[src/rtl/time_set_controller_if.sv]
// Signal bundle between the time-setting front end and its button, timer-bus and display neighbours.
// The slave modport is the controller's view; the master modport is the surrounding logic's view.
interface time_set_controller_if;
  logic       modeBtn_in;
  logic       incBtn_in;
  logic       decBtn_in;
  logic [7:0] bcdHour_in;
  logic [7:0] bcdMinute_in;
  logic [7:0] bcdSecond_in;
  logic [7:0] bcdHour_out;
  logic [7:0] bcdMinute_out;
  logic [7:0] bcdSecond_out;
  logic       adjustCmd_out;
  logic [1:0] fieldSel_out;
  logic       blink_out;

  modport slave (
    input  modeBtn_in, incBtn_in, decBtn_in,
    input  bcdHour_in, bcdMinute_in, bcdSecond_in,
    output bcdHour_out, bcdMinute_out, bcdSecond_out,
    output adjustCmd_out, fieldSel_out, blink_out
  );

  modport master (
    output modeBtn_in, incBtn_in, decBtn_in,
    output bcdHour_in, bcdMinute_in, bcdSecond_in,
    input  bcdHour_out, bcdMinute_out, bcdSecond_out,
    input  adjustCmd_out, fieldSel_out, blink_out
  );
endinterface

[src/rtl/time_set_controller.sv]
// Button-driven H:M:S editor: captures the live BCD time, steps the selected field with
// press and auto-repeat, and holds the timer adjust command while editing.
module time_set_controller #(
  parameter int unsigned HOLD_CYCLES   = 50_000_000,
  parameter int unsigned REPEAT_CYCLES = 10_000_000,
  parameter int unsigned BLINK_CYCLES  = 25_000_000
) (
  input  logic                  clk,
  input  logic                  rst,
  time_set_controller_if.slave  bus
);

  localparam int unsigned RPT_MAX = (HOLD_CYCLES > REPEAT_CYCLES) ? HOLD_CYCLES : REPEAT_CYCLES;
  localparam int unsigned CW      = $clog2(RPT_MAX + 1);
  localparam int unsigned BW      = $clog2(BLINK_CYCLES + 1);
  localparam logic [CW-1:0] HOLD_RELOAD = CW'(HOLD_CYCLES - 1);
  localparam logic [CW-1:0] REP_RELOAD  = CW'(REPEAT_CYCLES - 1);
  localparam logic [BW-1:0] BLINK_LAST  = BW'(BLINK_CYCLES - 1);

  // Encoding doubles as the field-select code driven to the display.
  typedef enum logic [1:0] {
    IDLE     = 2'b00,
    SET_HOUR = 2'b01,
    SET_MIN  = 2'b10,
    SET_SEC  = 2'b11
  } state_e;

  state_e        state_q;
  logic [7:0]    hour_q, min_q, sec_q;
  logic          adj_q;
  logic          blink_q;
  logic [BW-1:0] blink_cnt_q;

  // Bit order {mode, inc, dec}.
  logic [2:0]    btn_s1_q, btn_s2_q, btn_prev_q;
  logic          mode_press, inc_press, dec_press, both_held;

  logic          rpt_act_q, rpt_act_d;
  logic          rpt_inc_q, rpt_inc_d;
  logic [CW-1:0] rpt_cnt_q, rpt_cnt_d;
  logic          step_inc, step_dec;

  function automatic logic [7:0] bcd_clean(input logic [7:0] v, input logic [7:0] maxv);
    if (v[7:4] > 4'd9 || v[3:0] > 4'd9 || v > maxv) return 8'h00;
    return v;
  endfunction

  function automatic logic [7:0] bcd_step(input logic [7:0] v, input logic [7:0] maxv,
                                          input logic up);
    if (up) begin
      if (v == maxv)        return 8'h00;
      if (v[3:0] == 4'd9)   return {v[7:4] + 4'd1, 4'd0};
      return {v[7:4], v[3:0] + 4'd1};
    end
    if (v == 8'h00)         return maxv;
    if (v[3:0] == 4'd0)     return {v[7:4] - 4'd1, 4'd9};
    return {v[7:4], v[3:0] - 4'd1};
  endfunction

  assign mode_press = btn_s2_q[2] & ~btn_prev_q[2];
  assign inc_press  = btn_s2_q[1] & ~btn_prev_q[1];
  assign dec_press  = btn_s2_q[0] & ~btn_prev_q[0];
  assign both_held  = btn_s2_q[1] & btn_s2_q[0];

  // Repeat counter counts down from the press; reaching zero while the same
  // button is still held yields a step and reloads with the repeat period.
  always_comb begin
    step_inc  = 1'b0;
    step_dec  = 1'b0;
    rpt_act_d = rpt_act_q;
    rpt_inc_d = rpt_inc_q;
    rpt_cnt_d = rpt_cnt_q;
    if (state_q == IDLE || mode_press || both_held) begin
      rpt_act_d = 1'b0;
      rpt_cnt_d = '0;
    end else if (inc_press) begin
      step_inc  = 1'b1;
      rpt_act_d = 1'b1;
      rpt_inc_d = 1'b1;
      rpt_cnt_d = HOLD_RELOAD;
    end else if (dec_press) begin
      step_dec  = 1'b1;
      rpt_act_d = 1'b1;
      rpt_inc_d = 1'b0;
      rpt_cnt_d = HOLD_RELOAD;
    end else if (rpt_act_q) begin
      if (!(rpt_inc_q ? btn_s2_q[1] : btn_s2_q[0])) begin
        rpt_act_d = 1'b0;
        rpt_cnt_d = '0;
      end else if (rpt_cnt_q == '0) begin
        step_inc  = rpt_inc_q;
        step_dec  = ~rpt_inc_q;
        rpt_cnt_d = REP_RELOAD;
      end else begin
        rpt_cnt_d = rpt_cnt_q - CW'(1);
      end
    end
  end

  always_ff @(posedge clk) begin
    if (rst) begin
      state_q     <= IDLE;
      hour_q      <= '0;
      min_q       <= '0;
      sec_q       <= '0;
      adj_q       <= 1'b0;
      blink_q     <= 1'b1;
      blink_cnt_q <= '0;
      btn_s1_q    <= '0;
      btn_s2_q    <= '0;
      btn_prev_q  <= '0;
      rpt_act_q   <= 1'b0;
      rpt_inc_q   <= 1'b0;
      rpt_cnt_q   <= '0;
    end else begin
      btn_s1_q   <= {bus.modeBtn_in, bus.incBtn_in, bus.decBtn_in};
      btn_s2_q   <= btn_s1_q;
      btn_prev_q <= btn_s2_q;
      rpt_act_q  <= rpt_act_d;
      rpt_inc_q  <= rpt_inc_d;
      rpt_cnt_q  <= rpt_cnt_d;

      if (mode_press) begin
        blink_q     <= 1'b1;
        blink_cnt_q <= '0;
        case (state_q)
          IDLE: begin
            state_q <= SET_HOUR;
            adj_q   <= 1'b1;
            hour_q  <= bcd_clean(bus.bcdHour_in,   8'h23);
            min_q   <= bcd_clean(bus.bcdMinute_in, 8'h59);
            sec_q   <= bcd_clean(bus.bcdSecond_in, 8'h59);
          end
          SET_HOUR: state_q <= SET_MIN;
          SET_MIN:  state_q <= SET_SEC;
          default: begin
            state_q <= IDLE;
            adj_q   <= 1'b0;
          end
        endcase
      end else if (step_inc || step_dec) begin
        blink_q     <= 1'b1;
        blink_cnt_q <= '0;
        case (state_q)
          SET_HOUR: hour_q <= bcd_step(hour_q, 8'h23, step_inc);
          SET_MIN:  min_q  <= bcd_step(min_q,  8'h59, step_inc);
          SET_SEC:  sec_q  <= bcd_step(sec_q,  8'h59, step_inc);
          default:  ;
        endcase
      end else if (state_q == IDLE) begin
        blink_q     <= 1'b1;
        blink_cnt_q <= '0;
      end else if (blink_cnt_q == BLINK_LAST) begin
        blink_q     <= ~blink_q;
        blink_cnt_q <= '0;
      end else begin
        blink_cnt_q <= blink_cnt_q + BW'(1);
      end
    end
  end

  assign bus.bcdHour_out   = hour_q;
  assign bus.bcdMinute_out = min_q;
  assign bus.bcdSecond_out = sec_q;
  assign bus.adjustCmd_out = adj_q;
  assign bus.fieldSel_out  = state_q;
  assign bus.blink_out     = blink_q;

endmodule

[src/flat_wrapper.sv]
// flat-port wrapper written by rule: the top's interface ports become plain ports
module time_set_controller_flat 
#(
  parameter int unsigned HOLD_CYCLES   = 50_000_000,
  parameter int unsigned REPEAT_CYCLES = 10_000_000,
  parameter int unsigned BLINK_CYCLES  = 25_000_000
)
  (clk, rst, bus_modeBtn_in, bus_incBtn_in, bus_decBtn_in, bus_bcdHour_in, bus_bcdMinute_in, bus_bcdSecond_in, bus_bcdHour_out, bus_bcdMinute_out, bus_bcdSecond_out, bus_adjustCmd_out, bus_fieldSel_out, bus_blink_out);
  time_set_controller_if bus_i ();
  input  logic clk;
  input  logic rst;
  input wire logic [$bits(bus_i.modeBtn_in)-1:0] bus_modeBtn_in;
  input wire logic [$bits(bus_i.incBtn_in)-1:0] bus_incBtn_in;
  input wire logic [$bits(bus_i.decBtn_in)-1:0] bus_decBtn_in;
  input wire logic [$bits(bus_i.bcdHour_in)-1:0] bus_bcdHour_in;
  input wire logic [$bits(bus_i.bcdMinute_in)-1:0] bus_bcdMinute_in;
  input wire logic [$bits(bus_i.bcdSecond_in)-1:0] bus_bcdSecond_in;
  output wire logic [$bits(bus_i.bcdHour_out)-1:0] bus_bcdHour_out;
  output wire logic [$bits(bus_i.bcdMinute_out)-1:0] bus_bcdMinute_out;
  output wire logic [$bits(bus_i.bcdSecond_out)-1:0] bus_bcdSecond_out;
  output wire logic [$bits(bus_i.adjustCmd_out)-1:0] bus_adjustCmd_out;
  output wire logic [$bits(bus_i.fieldSel_out)-1:0] bus_fieldSel_out;
  output wire logic [$bits(bus_i.blink_out)-1:0] bus_blink_out;
  assign bus_i.modeBtn_in = bus_modeBtn_in;
  assign bus_i.incBtn_in = bus_incBtn_in;
  assign bus_i.decBtn_in = bus_decBtn_in;
  assign bus_i.bcdHour_in = bus_bcdHour_in;
  assign bus_i.bcdMinute_in = bus_bcdMinute_in;
  assign bus_i.bcdSecond_in = bus_bcdSecond_in;
  assign bus_bcdHour_out = bus_i.bcdHour_out;
  assign bus_bcdMinute_out = bus_i.bcdMinute_out;
  assign bus_bcdSecond_out = bus_i.bcdSecond_out;
  assign bus_adjustCmd_out = bus_i.adjustCmd_out;
  assign bus_fieldSel_out = bus_i.fieldSel_out;
  assign bus_blink_out = bus_i.blink_out;
  time_set_controller #(.HOLD_CYCLES(HOLD_CYCLES), .REPEAT_CYCLES(REPEAT_CYCLES), .BLINK_CYCLES(BLINK_CYCLES)) u_core (.clk(clk), .rst(rst), .bus(bus_i));
endmodule
[config.mk]
export PLATFORM = sky130hd
export DESIGN_NAME = time_set_controller_flat
export DESIGN_NICKNAME = d
export VERILOG_FILES = /design/src/rtl/time_set_controller_if.sv /design/src/rtl/time_set_controller.sv /design/src/flat_wrapper.sv
export SDC_FILE = /design/constraint.sdc
export NUM_CORES = 1
export LEC_CHECK = 0
export ABC_AREA = 1
export BUFFER_PORTS_ARGS = -buffer_cell sky130_fd_sc_hd__buf_2
export CORE_ASPECT_RATIO = 1.75
export CORE_UTILIZATION = 42
export CTS_BUF_LIST = sky130_fd_sc_hd__clkbuf_8
export DETAILED_ROUTE_END_ITERATION = 12
export HOLD_SLACK_MARGIN = 0.02
export SYNTH_ARGS = -nofsm -noshare
export SYNTH_HDL_FRONTEND = slang
export SYNTH_SLANG_ARGS = --single-unit
[constraint.sdc]
create_clock -name clk -period 1.8 [get_ports clk]
set_clock_uncertainty 0.15 [all_clocks]
set_input_delay 0.54 -clock clk [delete_from_list [all_inputs] [get_ports clk]]
set_output_delay 0.54 -clock clk [all_outputs]
set_load 0.02 [all_outputs]
==> results of run 1 <==
## sequential cells by signal, indices dropped and copies added (netlist names), 2 cells and up
signal / flops
u_core.btn_prev_q: 3
u_core.bus.bcdSecond_out: 8
u_core.btn_s2_q: 3
u_core.bus.fieldSel_out: 2
u_core.btn_s1_q: 3
u_core.bus.bcdMinute_out: 8
u_core.blink_cnt_q: 25
u_core.rpt_cnt_q: 26
u_core.bus.bcdHour_out: 8
## logic make-up after synthesis
kind of cell | share of synthesized area (%)
compound gates | 10.8
xor+xnor | 7.95
fa+ha+maj | 5.57
buf+inv | 8.71
flops | 29.7
simple gates | 37.2
## cell type report
class,instances,area (µm²)
Fill cell,1219,4770
Clock buffer,10,138
Tap cell,177,221
Sequential cell,90,1840
Timing Repair Buffer,252,1990
Multi-Input combinational cell,673,4500
Clock inverter,6,95.1
Inverter,110,430
## worst min path at each step
stage                  startpoint  slack, ps                  to  depth (start not counted)
6_report            bus_incBtn_in        220  u_core.btn_s1_q[1]                          3
5_1_grt             bus_decBtn_in        240  u_core.btn_s1_q[0]                          3
4_1_cts             bus_incBtn_in        210  u_core.btn_s1_q[1]                          3
3_5_place_dp   u_core.btn_s1_q[2]        240  u_core.btn_s2_q[2]                          2
3_3_place_gp   u_core.btn_s1_q[1]        240  u_core.btn_s2_q[1]                          2
2_1_floorplan  u_core.btn_s1_q[0]        240  u_core.btn_s2_q[0]                          2
## cells in the mapped netlist, types with 5 or more instances
library cell and count:
nor2_1 131, nand2_1 171, xnor2_1 22, nand2_2 5, nor3_1 17, nand3_2 6, dfxtp_1 90, inv_2 6
nand3_1 73, a21oi_1 55, nand4_1 15, xor2_1 33, clkbuf_1 9, inv_1 103, ha_1 27, nor2_2 12
o21ai_0 46, nor2_4 24
## layer usage
metal	wire length, µm	part of all wire (%)
met2	10900	57
met1	6850	36
met5	0	0
met4	962	5.0
met3	386	2.0
## worst reg2reg max path, delay by kind of cell (launching register included)
kind                   cells  cell delay (ps)
flip-flops                 1              340
AO/OA/AOI/OAI              2              270
AND/OR/NAND/NOR            8              910
buffers and inverters      4              360
## power groups by stage
stage               Combinational [mW]  Clock [mW]  Sequential (mW)
floorplan                        0.615           0             2.16
global placement                  1.12           0             2.12
detailed placement                1.12           0             2.12
CTS                               1.25        1.68             2.08
global route                      1.54        1.75             2.08
finish                            1.41        1.65             2.07
## per-stage QoR
step                setup WS, ps  power (mW)
floorplan                   -173        2.78
global placement            -293        3.24
detailed placement          -394        3.24
CTS                         -193        5.00
global route                -382        5.38
finish                      -289        5.14
## repair_timing
item / in CTS / in global routing
setup endpoints to repair: 78 / 78
gates cloned: 1 / 2
pin swaps: 42 / 77
endpoints found under the hold margin: 0 / 0
setup buffers: 12 / 16
resized for setup: 120 / 138
==> results.tsv, run 1 <==
metric	value	unit
status	finished, violations left	
failing checks	negative setup slack	
Crit-path slowest cell	dfxtp_2	
CTS tree	done	
Worst IR Drop VDD	0.385	mV
Detailed Place HPWL	14.3	mm
Syn. warnings	0	
Post-CTS Hold Fix Bufs	0	
Sw Share	31.9	%
Yosys top cell by area	dfxtp_1	
pin count of the biggest net entering global routing	26	
number of synthesized flops with an enable pin	0	
Cell Int Power	3.50	mW
Starting DRT DRC Count	219	
Final Cell Area	0.00921	mm²
Root Driver	clkbuf_8	
reg2reg end	u_core.rpt_cnt_q[25]	
HP Class	input pin to register	
R2R cell count	14	
unrepaired setup endpoints after global routing	yes	
most used cell along the critical path	buf_6	
Worst path max stage delay	340	ps
DR vias/cell	5.01	
most frequent cells in the layout	buf_4 (159), nand2_1 (132), nor2_1 (94)	
final wirelength	19.1	mm
cell chain of the critical path	inv_2 > buf_6 > buf_6 > buf_6 > nand2_4 > nor2_1 > nand2_1 > nor2_2 > nand2_2 > nor2_4 > nand3_2 > o21ai_1 > nand3_1 > a21oi_2	
Worst Setup SP	u_core.rpt_cnt_q[1]	
count of final setup violators	66	
total grt overflow	0	
setup TNS	-12090	ps
H-tree depth	3	
clock period minus worst slack	2090	ps
num rows	57	
CTS Buf Count	9	
average cell area after synthesis	6.81	µm²
Non-Filler Instances	1318	
Worst-Margin Slew	396	ps
dpl cells	1282	
crit path to	u_core.rpt_cnt_q[25]	
total clock sinks	90	
Mapped Nets	946	
ys flop type	dfxtp_1	
Synth top area share	29.7	%
crit-path leading delay family	simple AND/OR/NAND/NOR gates	
Post-synth ARST share	0	%
Clock transition at path regs	110	ps
Crit Path Class	register to register	
max cap viols	0	
global-route wire length before repair	29.8	mm
Core ar.	0.0140	mm²
Layout Utilization	65.9	%
Pre-antenna DRT Iters	4	
Initial Util	43.3	%
Lkg Pwr	4.21	nW
Mapped Cells	890	
met1 GRT Util	23.3	%
dpl cell area	0.00790	mm²
Logic pwr share	27.5	%
PD cells	557	mW/mm²
Critical Path Source Type	register	
met3 GRT Util	3.03	%
GR peak layer	met2	
DR WL/cell	14.5	µm
largest fanout on the critical path	5	
# DRC	0	
diode count	0	
number of global-route vias before repair	6709	
GP Congestion	0.872	
setup slack, reg-to-reg	-290	ps
Max Fclk	0.479	GHz
initial antenna violation count	0	
fin. max-slew vios	0	
layout cell share with drive strength beyond 1	42.7	%
Die X	92.8	µm
WP data arrival	2250	ps
Critical Path RT	1970	ps
met2 usage	51.0	%
fin crit share	116	%
Seq/Total Area, Yosys	29.7	%
total die area	0.0149	mm²
switching power	1.64	mW
Synth area leaders	dfxtp_1 (30%), nand2_1 (11%), nor2_1 (8.1%)	
Synth Register Bits	90	
Final Hold Viols	0	
Slew HR	73.5	%
Nets	1192	
Via Count	6605	
Post-DRT Antenna Nets	0	
clk_lat worst skew	380	ps
IO buf count	56	
CTS Buffer Depth	2	
RR Startpoint	u_core.rpt_cnt_q[1]	
CP Depth	14	
post-synth cell types	43	
CP bufs+invs	4	
area grow syn2layout	52.0	%
clock group share of total power	32.1	%
CP endpoint kind	register	
most common cell after layout, fill and taps aside	buf_4	
Hold Slack	223	ps
Final WS setup	-289	ps
Total Routing Usage GR	25.2	%
Mapped Area	0.00606	mm²
Die Y	161	µm
Ports	57	
Reg power frac	40.4	%
No activity file was read; power rests on OpenSTA's default activity.
==> run 2: changes to the inputs <==
--- a/config.mk
+++ b/config.mk
@@ -11,6 +11,7 @@
 export CORE_UTILIZATION = 42
 export CTS_BUF_LIST = sky130_fd_sc_hd__clkbuf_8
 export DETAILED_ROUTE_END_ITERATION = 12
+export GPL_TIMING_DRIVEN = 0
 export HOLD_SLACK_MARGIN = 0.02
 export SYNTH_ARGS = -nofsm -noshare
 export SYNTH_HDL_FRONTEND = slang
==> constraint.sdc (replaced) <==
create_clock -name clk -period 1.9 [get_ports clk]
set_clock_uncertainty 0.15 [all_clocks]
set_input_delay 0.57 -clock clk [delete_from_list [all_inputs] [get_ports clk]]
set_output_delay 0.57 -clock clk [all_outputs]
set_load 0.02 [all_outputs]
==> results.tsv, run 2 (synthesis results as in run 1) <==
metric	value	unit
Layout Utilization	56.5	%
Final Hold Viols	0	
GR peak layer	met2	
total die area	0.0149	mm²
Max Fclk	0.478	GHz
met1 GRT Util	21.0	%
Die X	92.8	µm
most used cell along the critical path	nor2_4	
count of final setup violators	54	
Critical Path RT	2080	ps
GP Congestion	0.874	
area grow syn2layout	30.3	%
Clock transition at path regs	100	ps
met3 GRT Util	3.98	%
biggest regs	u_core.rpt_cnt_q: 26 flops, u_core.blink_cnt_q: 25 flops	
# DRC	0	
Worst IR Drop VDD	0.330	mV
total grt overflow	0	
global-route wire length before repair	26.0	mm
PD cells	560	mW/mm²
hold endpoint	u_core.btn_s1_q[2]	
Starting DRT DRC Count	195	
met2 usage	44.3	%
clk_lat worst skew	380	ps
max cap viols	0	
clock period minus worst slack	2090	ps
fin. max-slew vios	0	
failing checks	negative setup slack	
IO buf count	56	
DR vias/cell	5.06	
Nets	1062	
largest fanout on the critical path	7	
Worst path max stage delay	380	ps
Post-CTS Hold Fix Bufs	0	
DR WL/cell	14.0	µm
Crit-path slowest cell	dfxtp_4	
cell chain of the critical path	inv_4 > ha_4 > inv_4 > o21ai_4 > nor2_4 > buf_12 > nand4_4 > nand3_4 > nor2_4 > nand2_2 > or2_1 > buf_6 > clkbuf_16 > nor2_4	
WP data arrival	2270	ps
most frequent cells in the layout	nand2_1 (146), nor2_1 (105), inv_1 (95)	
initial antenna violation count	1	
Top reg by flops	u_core.rpt_cnt_q	
Final WS setup	-192	ps
Hold Path Stages	3	
diode count	0	
dpl cells	1123	
total clock sinks	90	
CP endpoint kind	register	
Pwr Total	4.42	mW
pin count of the biggest net entering global routing	17	
HP Class	input pin to register	
unrepaired setup endpoints after global routing	yes	
RR Startpoint	u_core.bus.fieldSel_out[1]	
CTS Buffer Depth	2	
Core ar.	0.0140	mm²
status	finished, violations left	
layout cell share with drive strength beyond 1	29.7	%
Via Count	6012	
Total Routing Usage GR	22.2	%
H-tree depth	3	
final wirelength	16.7	mm
Worst-Margin Slew	585	ps
Initial Util	43.3	%
fin crit share	110	%
# fillers	1404	
R2R cell count	14	
Ports	57	
Slew HR	61.0	%
Non-Filler Instances	1188	
Lkg Pwr	3.44	nW
CTS Buf Count	9	
Detailed Place HPWL	12.1	mm
most common cell after layout, fill and taps aside	nand2_1	
Worst Hold Launch	bus_modeBtn_in	
number of global-route vias before repair	5730	
CTS tree	done	
dpl ws	-444	ps
reg2reg end	u_core.blink_cnt_q[9]	
Die Y	161	µm
setup slack, reg-to-reg	-190	ps
max FFs per register	26	
Root Driver	clkbuf_8	
Pre-antenna DRT Iters	4	
Crit Path Class	register to register	
Post-DRT Antenna Nets	0	
Critical Path Source Type	register	
num rows	57	
==> run 2: cell count changes in the layout (fill, tap and decap cells not counted), moves of 5 or more <==
cell,before,now
clkbuf_1,0,5
dfxtp_2,14,8
nand2_2,30,21
nor2_1,94,105
o21ai_1,19,5
o21ai_2,5,0
a21oi_2,9,0
buf_4,159,36
a21oi_1,46,55
nand2_1,132,146
buf_6,27,10
dfxtp_1,70,80
o21ai_0,25,43
nor2_2,30,21
==> run 2: routing by layer <==
metal  up-vias  wire (µm)
met5         -          0
met4         0        523
met3        35        462
met2        84       9490
met1      2798       6210
li1       3095          -
==> run 2: worst max-delay path: cells and delay by family (launching register included) <==
kind	cells	cell delay [ps]
fa+ha+maj	1	140
flops	1	380
simple gates	7	710
compound gates	1	70
buf+inv	5	590
==> run 2: layout make-up <==
class | instances | area (µm²) | share of cell area, %
plain buffers | 17 | 136 | 1.73
clock inverters | 7 | 76.3 | 0.966
repair buffers | 104 | 761 | 9.63
well taps | 177 | 221 | 2.80
inverters | 110 | 438 | 5.54
flip-flops and latches | 90 | 1820 | 23.0
multi-input cells | 674 | 4320 | 54.7
clock buffers | 9 | 124 | 1.57
==> run 2: report_power, final <==
| group | total [mW] | switching (mW) | internal [mW] |
|---|---|---|---|
| sequential | 1.99 | 0.0598 | 1.93 |
| clock | 1.38 | 0.764 | 0.618 |
| combinational | 1.05 | 0.625 | 0.425 |
==> run 2: timing repair <==
action                                  CTS  global route
endpoints found under the setup margin   74            74
gates cloned                              1             4
setup buffers                            21            24
pin swaps                                24            43
gates resized for setup                  77            99
==> run 2: worst max-delay path by stage <==
stage | startpoint | to | slack (ps) | depth (start not counted)
5_1_grt | u_core.rpt_cnt_q[0] | u_core.bus.bcdSecond_out[5] | -340 | 13
2_1_floorplan | u_core.bus.fieldSel_out[1] | u_core.blink_cnt_q[4] | -70 | 13
6_report | u_core.bus.fieldSel_out[1] | u_core.blink_cnt_q[9] | -190 | 14
3_5_place_dp | u_core.rpt_cnt_q[0] | u_core.bus.bcdMinute_out[3] | -440 | 13
4_1_cts | u_core.rpt_cnt_q[0] | u_core.bus.bcdMinute_out[3] | -190 | 13
3_3_place_gp | u_core.rpt_cnt_q[0] | u_core.bus.bcdMinute_out[3] | -430 | 13
==> run 2: per-stage QoR <==
step	setup TNS [ps]	cell area (µm²)	hold slack [ps]
finish	-6750	7900	253
global route	-14010	7900	244
CTS	-7140	7280	248
detailed placement	-19150	6590	256
global placement	-18890	6590	253
floorplan	-1400	6090	238
